### config.mk
export PLATFORM = sky130hd
export DESIGN_NAME = sync_fifo_pf_flat
export DESIGN_NICKNAME = d
export VERILOG_FILES = /design/src/rtl/fifo_pkg.sv /design/src/rtl/sync_fifo_pf_if.sv /design/src/rtl/fifo_mem.sv /design/src/rtl/sync_fifo_pf.sv /design/src/flat_wrapper.sv
export SDC_FILE = /design/constraint.sdc
export NUM_CORES = 1
export LEC_CHECK = 0
export BUFFER_PORTS_ARGS = -buffer_cell sky130_fd_sc_hd__clkbuf_2
export CORE_UTILIZATION = 40
export CTS_BUF_LIST = sky130_fd_sc_hd__clkbuf_16
export CTS_CLUSTER_DIAMETER = 30
export DETAILED_ROUTE_END_ITERATION = 10
export GPL_TIMING_DRIVEN = 0
export SYNTH_ARGS = -nofsm -noshare
export SYNTH_HDL_FRONTEND = slang
export SYNTH_SLANG_ARGS = --single-unit
### constraint.sdc
create_clock -name clk -period 3.7 [get_ports clk]
set_input_delay 0.185 -clock clk [delete_from_list [all_inputs] [get_ports clk]]
set_output_delay 0.185 -clock clk [all_outputs]
set_load 0.05 [all_outputs]
### src/rtl/fifo_pkg.sv
// Shared constants and sizing helpers for the sync_fifo_pf buffer family.
package fifo_pkg;

  localparam int DEF_DATA_WIDTH = 16;
  localparam int DEF_FIFO_DEPTH = 8;

  // Width needed to hold an occupancy of 0..depth inclusive.
  function automatic int cnt_width(input int depth);
    return $clog2(depth + 1);
  endfunction

endpackage

### src/rtl/sync_fifo_pf_if.sv
// Bus bundle for sync_fifo_pf: the write/read request side (master) and the FIFO side (slave).
interface sync_fifo_pf_if
  import fifo_pkg::*;
#(
  parameter int DATA_WIDTH = DEF_DATA_WIDTH,
  parameter int FIFO_DEPTH = DEF_FIFO_DEPTH
) ();

  localparam int CNT_W = cnt_width(FIFO_DEPTH);

  // A request is taken on the rising edge where wr_en (rd_en) is high, the FIFO
  // can accept it (!full for writes, !empty for reads) and flush is low;
  // wr_ack/overflow/underflow report that decision during the following cycle.
  logic                  flush;
  logic                  wr_en;
  logic [DATA_WIDTH-1:0] data_in;
  logic                  rd_en;
  logic [DATA_WIDTH-1:0] data_out;
  logic                  wr_ack;
  logic                  overflow;
  logic                  underflow;
  logic                  full;
  logic                  almostfull;
  logic                  empty;
  logic                  almostempty;
  logic [CNT_W-1:0]      count;

  modport master (
    output flush, wr_en, data_in, rd_en,
    input  data_out, wr_ack, overflow, underflow,
    input  full, almostfull, empty, almostempty, count
  );

  modport slave (
    input  flush, wr_en, data_in, rd_en,
    output data_out, wr_ack, overflow, underflow,
    output full, almostfull, empty, almostempty, count
  );

endinterface

### src/rtl/fifo_mem.sv
// Register-array storage: synchronous write port, asynchronous read port, no reset.
module fifo_mem #(
  parameter int DATA_WIDTH = 16,
  parameter int FIFO_DEPTH = 8,
  parameter int ADDR_W     = $clog2(FIFO_DEPTH)
) (
  input  logic                  clk,
  input  logic                  wr_en,
  input  logic [ADDR_W-1:0]     wr_addr,
  input  logic [DATA_WIDTH-1:0] wr_data,
  input  logic [ADDR_W-1:0]     rd_addr,
  output logic [DATA_WIDTH-1:0] rd_data
);

  logic [DATA_WIDTH-1:0] mem [FIFO_DEPTH];

  always_ff @(posedge clk) begin
    if (wr_en) mem[wr_addr] <= wr_data;
  end

  assign rd_data = mem[rd_addr];

endmodule

### src/rtl/sync_fifo_pf.sv
// Synchronous FIFO with programmable almost-full/almost-empty thresholds,
// optional first-word-fall-through read data and a synchronous flush.
module sync_fifo_pf
  import fifo_pkg::*;
#(
  parameter int DATA_WIDTH = DEF_DATA_WIDTH,
  parameter int FIFO_DEPTH = DEF_FIFO_DEPTH,
  parameter int AF_THRESH  = FIFO_DEPTH - 1,
  parameter int AE_THRESH  = 1,
  parameter bit FWFT       = 1'b0
) (
  input logic            clk,
  input logic            rst_n,
  sync_fifo_pf_if.slave  bus
);

  localparam int CNT_W = cnt_width(FIFO_DEPTH);
  localparam int PTR_W = $clog2(FIFO_DEPTH);

  localparam logic [CNT_W-1:0] DEPTH_C = CNT_W'(FIFO_DEPTH);
  localparam logic [CNT_W-1:0] AF_C    = CNT_W'(AF_THRESH);
  localparam logic [CNT_W-1:0] AE_C    = CNT_W'(AE_THRESH);
  localparam logic [PTR_W-1:0] LAST_C  = PTR_W'(FIFO_DEPTH - 1);

  if (FIFO_DEPTH < 2) begin : g_bad_depth
    $error("sync_fifo_pf: FIFO_DEPTH must be at least 2");
  end
  if (AE_THRESH < 1 || AE_THRESH >= AF_THRESH || AF_THRESH > FIFO_DEPTH - 1) begin : g_bad_thresh
    $error("sync_fifo_pf: thresholds need 1 <= AE_THRESH < AF_THRESH <= FIFO_DEPTH-1");
  end

  logic [PTR_W-1:0]      wr_ptr, rd_ptr;
  logic [CNT_W-1:0]      count;
  logic                  full, empty;
  logic                  wr_acc, rd_acc;
  logic                  wr_ack_q, overflow_q, underflow_q;
  logic [DATA_WIDTH-1:0] head;

  assign full   = (count == DEPTH_C);
  assign empty  = (count == '0);
  assign wr_acc = bus.wr_en && !full && !bus.flush;
  assign rd_acc = bus.rd_en && !empty && !bus.flush;

  fifo_mem #(
    .DATA_WIDTH (DATA_WIDTH),
    .FIFO_DEPTH (FIFO_DEPTH),
    .ADDR_W     (PTR_W)
  ) u_mem (
    .clk     (clk),
    .wr_en   (wr_acc),
    .wr_addr (wr_ptr),
    .wr_data (bus.data_in),
    .rd_addr (rd_ptr),
    .rd_data (head)
  );

  // Pointers wrap explicitly so non-power-of-two depths work.
  always_ff @(posedge clk) begin
    if (!rst_n) begin
      wr_ptr      <= '0;
      rd_ptr      <= '0;
      count       <= '0;
      wr_ack_q    <= 1'b0;
      overflow_q  <= 1'b0;
      underflow_q <= 1'b0;
    end else begin
      wr_ack_q    <= wr_acc;
      overflow_q  <= bus.wr_en && full && !bus.flush;
      underflow_q <= bus.rd_en && empty && !bus.flush;
      if (bus.flush) begin
        wr_ptr <= '0;
        rd_ptr <= '0;
        count  <= '0;
      end else begin
        if (wr_acc) wr_ptr <= (wr_ptr == LAST_C) ? '0 : wr_ptr + 1'b1;
        if (rd_acc) rd_ptr <= (rd_ptr == LAST_C) ? '0 : rd_ptr + 1'b1;
        case ({wr_acc, rd_acc})
          2'b10:   count <= count + CNT_W'(1);
          2'b01:   count <= count - CNT_W'(1);
          default: count <= count;
        endcase
      end
    end
  end

  if (FWFT) begin : g_fwft
    assign bus.data_out = empty ? '0 : head;
  end else begin : g_reg
    logic [DATA_WIDTH-1:0] data_q;
    // Holds across flush; only an accepted read or reset changes it.
    always_ff @(posedge clk) begin
      if (!rst_n)      data_q <= '0;
      else if (rd_acc) data_q <= head;
    end
    assign bus.data_out = data_q;
  end

  assign bus.count       = count;
  assign bus.full        = full;
  assign bus.empty       = empty;
  assign bus.almostfull  = (count >= AF_C) && !full;
  assign bus.almostempty = (count <= AE_C) && !empty;
  assign bus.wr_ack      = wr_ack_q;
  assign bus.overflow    = overflow_q;
  assign bus.underflow   = underflow_q;

endmodule

### src/flat_wrapper.sv
// flat-port wrapper written by rule: the top's interface ports become plain ports
module sync_fifo_pf_flat import fifo_pkg::*;
#(
  parameter int DATA_WIDTH = DEF_DATA_WIDTH,
  parameter int FIFO_DEPTH = DEF_FIFO_DEPTH,
  parameter int AF_THRESH  = FIFO_DEPTH - 1,
  parameter int AE_THRESH  = 1,
  parameter bit FWFT       = 1'b0
)
  (clk, rst_n, bus_flush, bus_wr_en, bus_data_in, bus_rd_en, bus_data_out, bus_wr_ack, bus_overflow, bus_underflow, bus_full, bus_almostfull, bus_empty, bus_almostempty, bus_count);
  sync_fifo_pf_if #(.DATA_WIDTH(DATA_WIDTH), .FIFO_DEPTH(FIFO_DEPTH)) bus_i ();
  input logic clk;
  input logic rst_n;
  input wire logic [$bits(bus_i.flush)-1:0] bus_flush;
  input wire logic [$bits(bus_i.wr_en)-1:0] bus_wr_en;
  input wire logic [$bits(bus_i.data_in)-1:0] bus_data_in;
  input wire logic [$bits(bus_i.rd_en)-1:0] bus_rd_en;
  output wire logic [$bits(bus_i.data_out)-1:0] bus_data_out;
  output wire logic [$bits(bus_i.wr_ack)-1:0] bus_wr_ack;
  output wire logic [$bits(bus_i.overflow)-1:0] bus_overflow;
  output wire logic [$bits(bus_i.underflow)-1:0] bus_underflow;
  output wire logic [$bits(bus_i.full)-1:0] bus_full;
  output wire logic [$bits(bus_i.almostfull)-1:0] bus_almostfull;
  output wire logic [$bits(bus_i.empty)-1:0] bus_empty;
  output wire logic [$bits(bus_i.almostempty)-1:0] bus_almostempty;
  output wire logic [$bits(bus_i.count)-1:0] bus_count;
  assign bus_i.flush = bus_flush;
  assign bus_i.wr_en = bus_wr_en;
  assign bus_i.data_in = bus_data_in;
  assign bus_i.rd_en = bus_rd_en;
  assign bus_data_out = bus_i.data_out;
  assign bus_wr_ack = bus_i.wr_ack;
  assign bus_overflow = bus_i.overflow;
  assign bus_underflow = bus_i.underflow;
  assign bus_full = bus_i.full;
  assign bus_almostfull = bus_i.almostfull;
  assign bus_empty = bus_i.empty;
  assign bus_almostempty = bus_i.almostempty;
  assign bus_count = bus_i.count;
  sync_fifo_pf #(.DATA_WIDTH(DATA_WIDTH), .FIFO_DEPTH(FIFO_DEPTH), .AF_THRESH(AF_THRESH), .AE_THRESH(AE_THRESH), .FWFT(FWFT)) u_core (.clk(clk), .rst_n(rst_n), .bus(bus_i));
endmodule
# Word-level counts from Yosys, hierarchy flattened
# Memory sizes are Yosys's and may differ from the RTL's. A register that Yosys moved wholly into a read port is not among the register bits.
# Index checks and enable logic that the tools add are counted.
# W data, S select, Z words.
[word_totals] regBits=13 ram_bits=128 inputBits=21 output_inout_bits=27 wordCells=41 n_memories=1
[mem_list] name="u_core.u_mem.mem" words=8 word_bits=16 rd=1 rd_ports_with_merged_regs=1 write_ports=1 line_no="fifo_mem.sv:15" rtl="logic [DATA_WIDTH-1:0] mem [FIFO_DEPTH];"
[op_classes] n_addsub=4 n_lt_le_gt_ge=2 n_eq_ne=5 muxes=5 bitwise=1 reduce_logical=17
[ops] operator="$logic_and A1 B1 Y1" n=10
[ops] operator="$pmux W4 S2" n=1
[ops] operator="$add A3 B1 Y3 const B" n=2
[ops] operator="$eq A3 B3 Y1 const B" n=2
[ops] operator="$mux W3" n=2
[ops] operator="$add A4 B1 Y4 const B" n=1
[ops] operator="$eq A4 B4 Y1 const B" n=1
[ops] operator="$ge A4 B3 Y1 const B" n=1
[ops] operator="$le A4 B1 Y1 const B" n=1
[ops] operator="$logic_not A1 Y1" n=4
[ops] operator="$logic_not A4 Y1" n=1
[ops] operator="$sub A4 B1 Y4 const B" n=1
[ops] operator="$eq A2 B1 Y1 const B" n=1
[ops] operator="$eq A2 B2 Y1 const B" n=1
[ops] operator="$mux W1" n=2
[ops] operator="$reduce_bool A2 Y1" n=1
[ops] operator="$reduce_or A2 Y1" n=1
[ops] operator="$not A1 Y1" n=1

# Depth between registers and ports, before layout
[depth] depth_word=6 mapped_depth=10 ltp_nobuf=9

# Hierarchy
# Synthesis repeated with hierarchy kept, for this count alone.
[unflattened] hier_cells=343 hier_area_um2=6302.3
[by_module_without_submodules] module="fifo_mem" n_inst=1 cells_each=198 area_per_inst_um2=4973.5 seq_area_each_um2=3843.7
[by_module_without_submodules] module="sync_fifo_pf" n_inst=1 cells_each=145 area_per_inst_um2=1328.8 seq_area_each_um2=580.6

# Worst setup path after synthesis
# No wires, ideal clock.
[synth_timing] path_kind="register to register" startpoint="register u_core.count[1] (netlist: u_core.bus.count[1])" endpoint="memory u_core.u_mem.mem[0][0] (enable)" arrival_time_ns=2.947 path_slack_ns=0.323 stages_incl_launch_ff=6 path_buffers=0 synth_period_minus_slack_ns=3.377 path_cell_list="dfxtp_1 -> inv_1 -> ha_1 -> nand3b_4 -> nand3b_2 -> nor4_1"
[synth_between] elab_chain_cells=6
[synth_rtl] item="start: declaration" line_no="sync_fifo_pf.sv:33" rtl="logic [CNT_W-1:0] count;"
[synth_rtl] item="start signal: assignment" line_no="sync_fifo_pf.sv:78" rtl="2'b10: count <= count + CNT_W'(1);"
[synth_rtl] item="start signal: assignment" line_no="sync_fifo_pf.sv:79" rtl="2'b01: count <= count - CNT_W'(1);"
[synth_rtl] item="start signal: assignment" line_no="sync_fifo_pf.sv:80" rtl="default: count <= count;"
[synth_rtl] item="$eq A4 B4 Y1" line_no="sync_fifo_pf.sv:39" rtl="assign full = (count == DEPTH_C);"
[synth_rtl] item="$logic_not A1 Y1" line_no="sync_fifo_pf.sv:41" rtl="assign wr_acc = bus.wr_en && !full && !bus.flush;"
[synth_rtl] item="$logic_and A1 B1 Y1 (2 in series)" line_no="sync_fifo_pf.sv:41"
[synth_rtl] item="$mux W1" line_no="fifo_mem.sv:18" rtl="if (wr_en) mem[wr_addr] <= wr_data;"
[synth_rtl] item="$mux W1 (implied by the code)" line_no="fifo_mem.sv:18"
[synth_rtl] item="end: declaration" line_no="fifo_mem.sv:15"
# Every way passes these cells.

# Final worst setup path
[layout_timing] startpoint="register u_core.count[0] (netlist: u_core.bus.count[0])" endpoint="register u_core.count[3] (netlist: u_core.bus.count[3])"
[layout_between] elab_chain_cells=6 elab_cells_between_ends=14
[layout_rtl] item="$logic_not A4 Y1 *" line_no="sync_fifo_pf.sv:40" rtl="assign empty = (count == '0);"
[layout_rtl] item="$logic_not A1 Y1 *" line_no="sync_fifo_pf.sv:42" rtl="assign rd_acc = bus.rd_en && !empty && !bus.flush;"
[layout_rtl] item="$logic_and A1 B1 Y1 * (2 in series)" line_no="sync_fifo_pf.sv:42"
[layout_rtl] item="net u_core.rd_acc" line_no="sync_fifo_pf.sv:35" rtl="logic wr_acc, rd_acc;"
[layout_rtl] item="$eq A2 B1 Y1 or $eq A2 B2 Y1 (tied branches)" line_no="sync_fifo_pf.sv:77" rtl="case ({wr_acc, rd_acc})"
[layout_rtl] item="$pmux W4 S2 or $reduce_bool A2 Y1 (tied branches)"
# The timed path passes the listed nets; every way through them passes the cells marked *.
# A chain may end at the register's enable or synchronous reset.

==> summary.md <==
| Metric | Value |
|---|---|
| Status | finished clean |
| Most frequent cells in the layout | edfxtp_1 (128), clkbuf_2 (47), dfxtp_1 (29) |
| Largest net degree at the start of global routing | 17 |
| Cell taking the most area after synthesis | edfxtp_1 |
| Clock sink count | 157 |
| Worst-path fanout max | 10 |
| Drt drc | 0 |
| Post-Synthesis Mean Instance Area | 19.1 sq um |
| Synth Register Bits | 157 |
| Most common cell after layout, fill and taps aside | edfxtp_1 |
| Final count of negative-setup-slack endpoints | 0 |
| Antenna diodes | 0 |
| Ys async rst share | 0 |
| Post-Syn Instances | 322 |
| Post-DRT Antenna Nets | 0 |
| Area growth syn-to-layout | 19.5% |
| Io pins | 48 |
| Post-synth EDFFs | 128 |
| Vias in the first global route | 3271 |
| Total track usage | 0.169 |
| PortBufs | 47 |
| Worst skew pair latency | 0.42 ns |
| RSZ-0062 raised after global routing | no |
| Worst slew pin tran | 1.03 ns |
| Final Skew | 0.00683 ns |
| GP Congestion | 0.699 |
| Setup crit end kind | register |
| Initial antenna violation count | 0 |
| Distinct cells, synth | 35 |
| CTS resizes | 0 |
| Crit start category | register |
| Postcts setup bufs | 0 |
| Total grt overflow | 0 |
| Core area | 14800 sq um |
| Drt first pass iters | 4 |
| Cell Pwr Density | 516 nW/um^2 |
| Synth top area share | 0.626 |
| CTS Buf Count | 17 |
| Fin worst setup slack | 0.663 ns |
| HP Class | input pin to register |
| Fin. Hold Viols | 0 |
| Vias per cell | 5.33 |
| Gr busiest metal | met2 |
| Die height | 126 microns |
| Max-capacitance violation count | 0 |
| Via count | 3172 |
| Initial Util | 0.416 |
| Non-Filler Instances | 595 |
| Placed cells | 563 |
| Final #Nets | 427 |
| Peak supply drop | 0.289 mV |
| Die area | 15800 sq um |
| Routed length per instance | 20.7 microns |
| Slew Limit Fails | 0 |
| Dpl ws | 0.675 ns |
| FP Rows | 44 |
| Mapped Nets | 351 |
| H-tree depth | 4 |
| Max_slew headroom | 0.312 |
| Reg clk slew, reported paths | 0.06 ns |
| DRT Wirelength | 12300 microns |
| GR Layer Usage met2 | 0.265 |
| Type of the worst setup path | register to register |
| Leak | 0.00254 uW |
| Fin Hold WS | 0.0501 ns |
| Hpwl dp | 8180 microns |
| Tot Pwr | 3790 uW |
| First-pass GRT wire length | 19100 microns |
| Most area-consuming cells after synthesis | edfxtp_1 (63%), dfxtp_1 (9.5%), mux4_1 (7.7%), mux4_2 (5.1%), mux2i_1 (2.9%) |
| Met1 Use GR | 0.228 |
| Starting DRT DRC Count | 219 |
| FMAX | 329 MHz |
| Hold buffer count at cts | 0 |
| Cell Area, Synth | 6140 sq um |
| Final period utilization | 0.821 |
| Critical path arrival | 3.32 ns |
| GRT met3 Usage | 0.0408 |
| Critical Path RT | 3.99 ns |
| Maximum buffer depth of the clock tree | 2 |
| Fraction of layout cells with a size suffix above 1 | 0.307 |
| Chip width | 126 microns |
| Post-layout minimum cycle time | 3.04 ns |
| CTS tree | yes |
| Synth warn | 0 |
| Clk Tree Root Cell | clkbuf_16 |
| Register area share after synthesis | 0.721 |
| Synth Flop Type | edfxtp_1 |
## path summary, 6_finish.rpt
path / startpoint / endpoint / cells after the start / slack, ns
max reg2reg: u_core.bus.count[0] / u_core.bus.count[3] / 10 / 0.66
min reg2reg: u_core.bus.data_out[11] / u_core.bus.data_out[11] / 2 / 0.54
min: bus_data_in[0] / u_core.u_mem.mem[5][0] / 1 / 0.05
max: u_core.bus.count[0] / u_core.bus.count[3] / 10 / 0.66
## worst max-delay path, cell delays in order, from the launching register on
cell	delay, ns
dfxtp_1	0.47
inv_1	0.08
ha_1	0.28
nor3b_2	0.23
nor3b_4	0.35
buf_2	0.36
ha_1	0.30
or4b_1	0.47
a21oi_2	0.17
xnor2_1	0.13
nor2_1	0.05
## kinds of logic after synthesis
kind of cell / Yosys count / synth area share
buffers and inverters: 20 / 0.0204
AO/OA/AOI/OAI: 43 / 0.0361
AND/OR/NAND/NOR: 41 / 0.0446
adder cells (fa/ha/maj): 8 / 0.0163
XOR/XNOR: 3 / 0.00428
multiplexers: 50 / 0.158
flip-flops: 157 / 0.721
## where the power goes
part           total (uW)  internal [uW]  switching (uW)  leakage [uW]
Sequential           1940           1930            9.10       0.00139
Combinational         153           50.4             102      0.000860
Clock                1700           1050             655      0.000290
## synthesized netlist by cell type (2+ instances only)
cell and count:
mux4_1 18, a21oi_1 24, and3_1 2, or3_1 3, edfxtp_1 128, or3b_1 2
nand2b_1 3, clkbuf_1 3, mux4_2 14, nand4b_1 2, nor3_1 4, nor2_1 8
dfxtp_1 29, buf_2 7, o21ai_0 17, mux2i_1 18, ha_1 8, xor2_1 2
buf_6 5, inv_1 4, nand2_1 7
## area by class of cell
type / count / area [sq um]
plain buffers: 16 / 110
clock buffers: 17 / 425
clock inverters: 15 / 156
fillers: 1228 / 7420
inverters: 4 / 15.0
multi-input cells: 145 / 1620
flip-flops and latches: 157 / 4420
well taps: 184 / 230
repair buffers: 57 / 352
## state kept, by name (all words and copies together), names as in the netlist
name                  flops
u_core.bus.count          4
u_core.bus.data_out      16
u_core.bus.overflow       1
u_core.bus.underflow      1
u_core.bus.wr_ack         1
u_core.rd_ptr             3
u_core.u_mem.mem        128
u_core.wr_ptr             3
## per-layer routing
layer | part of all wire | vias to the layer above
met3 | 0.042 | 13
li1 | - | 1467
met1 | 0.46 | 1625
met5 | 0 | -
met4 | 0.013 | 0
met2 | 0.48 | 67
## per-stage QoR
| step | TNS (ns) | cell area, sq um | utilization |
|---|---|---|---|
| 6_report | 0 | 7340 | 0.497 |
| 3_3_place_gp | -27.33 | 6610 | 0.448 |
| 2_1_floorplan | 0 | 6140 | - |
| 3_5_place_dp | 0 | 6760 | 0.458 |
| 5_1_grt | 0 | 7340 | 0.497 |
| 4_1_cts | 0 | 7340 | 0.497 |
(Power assumes the default switching activity.)
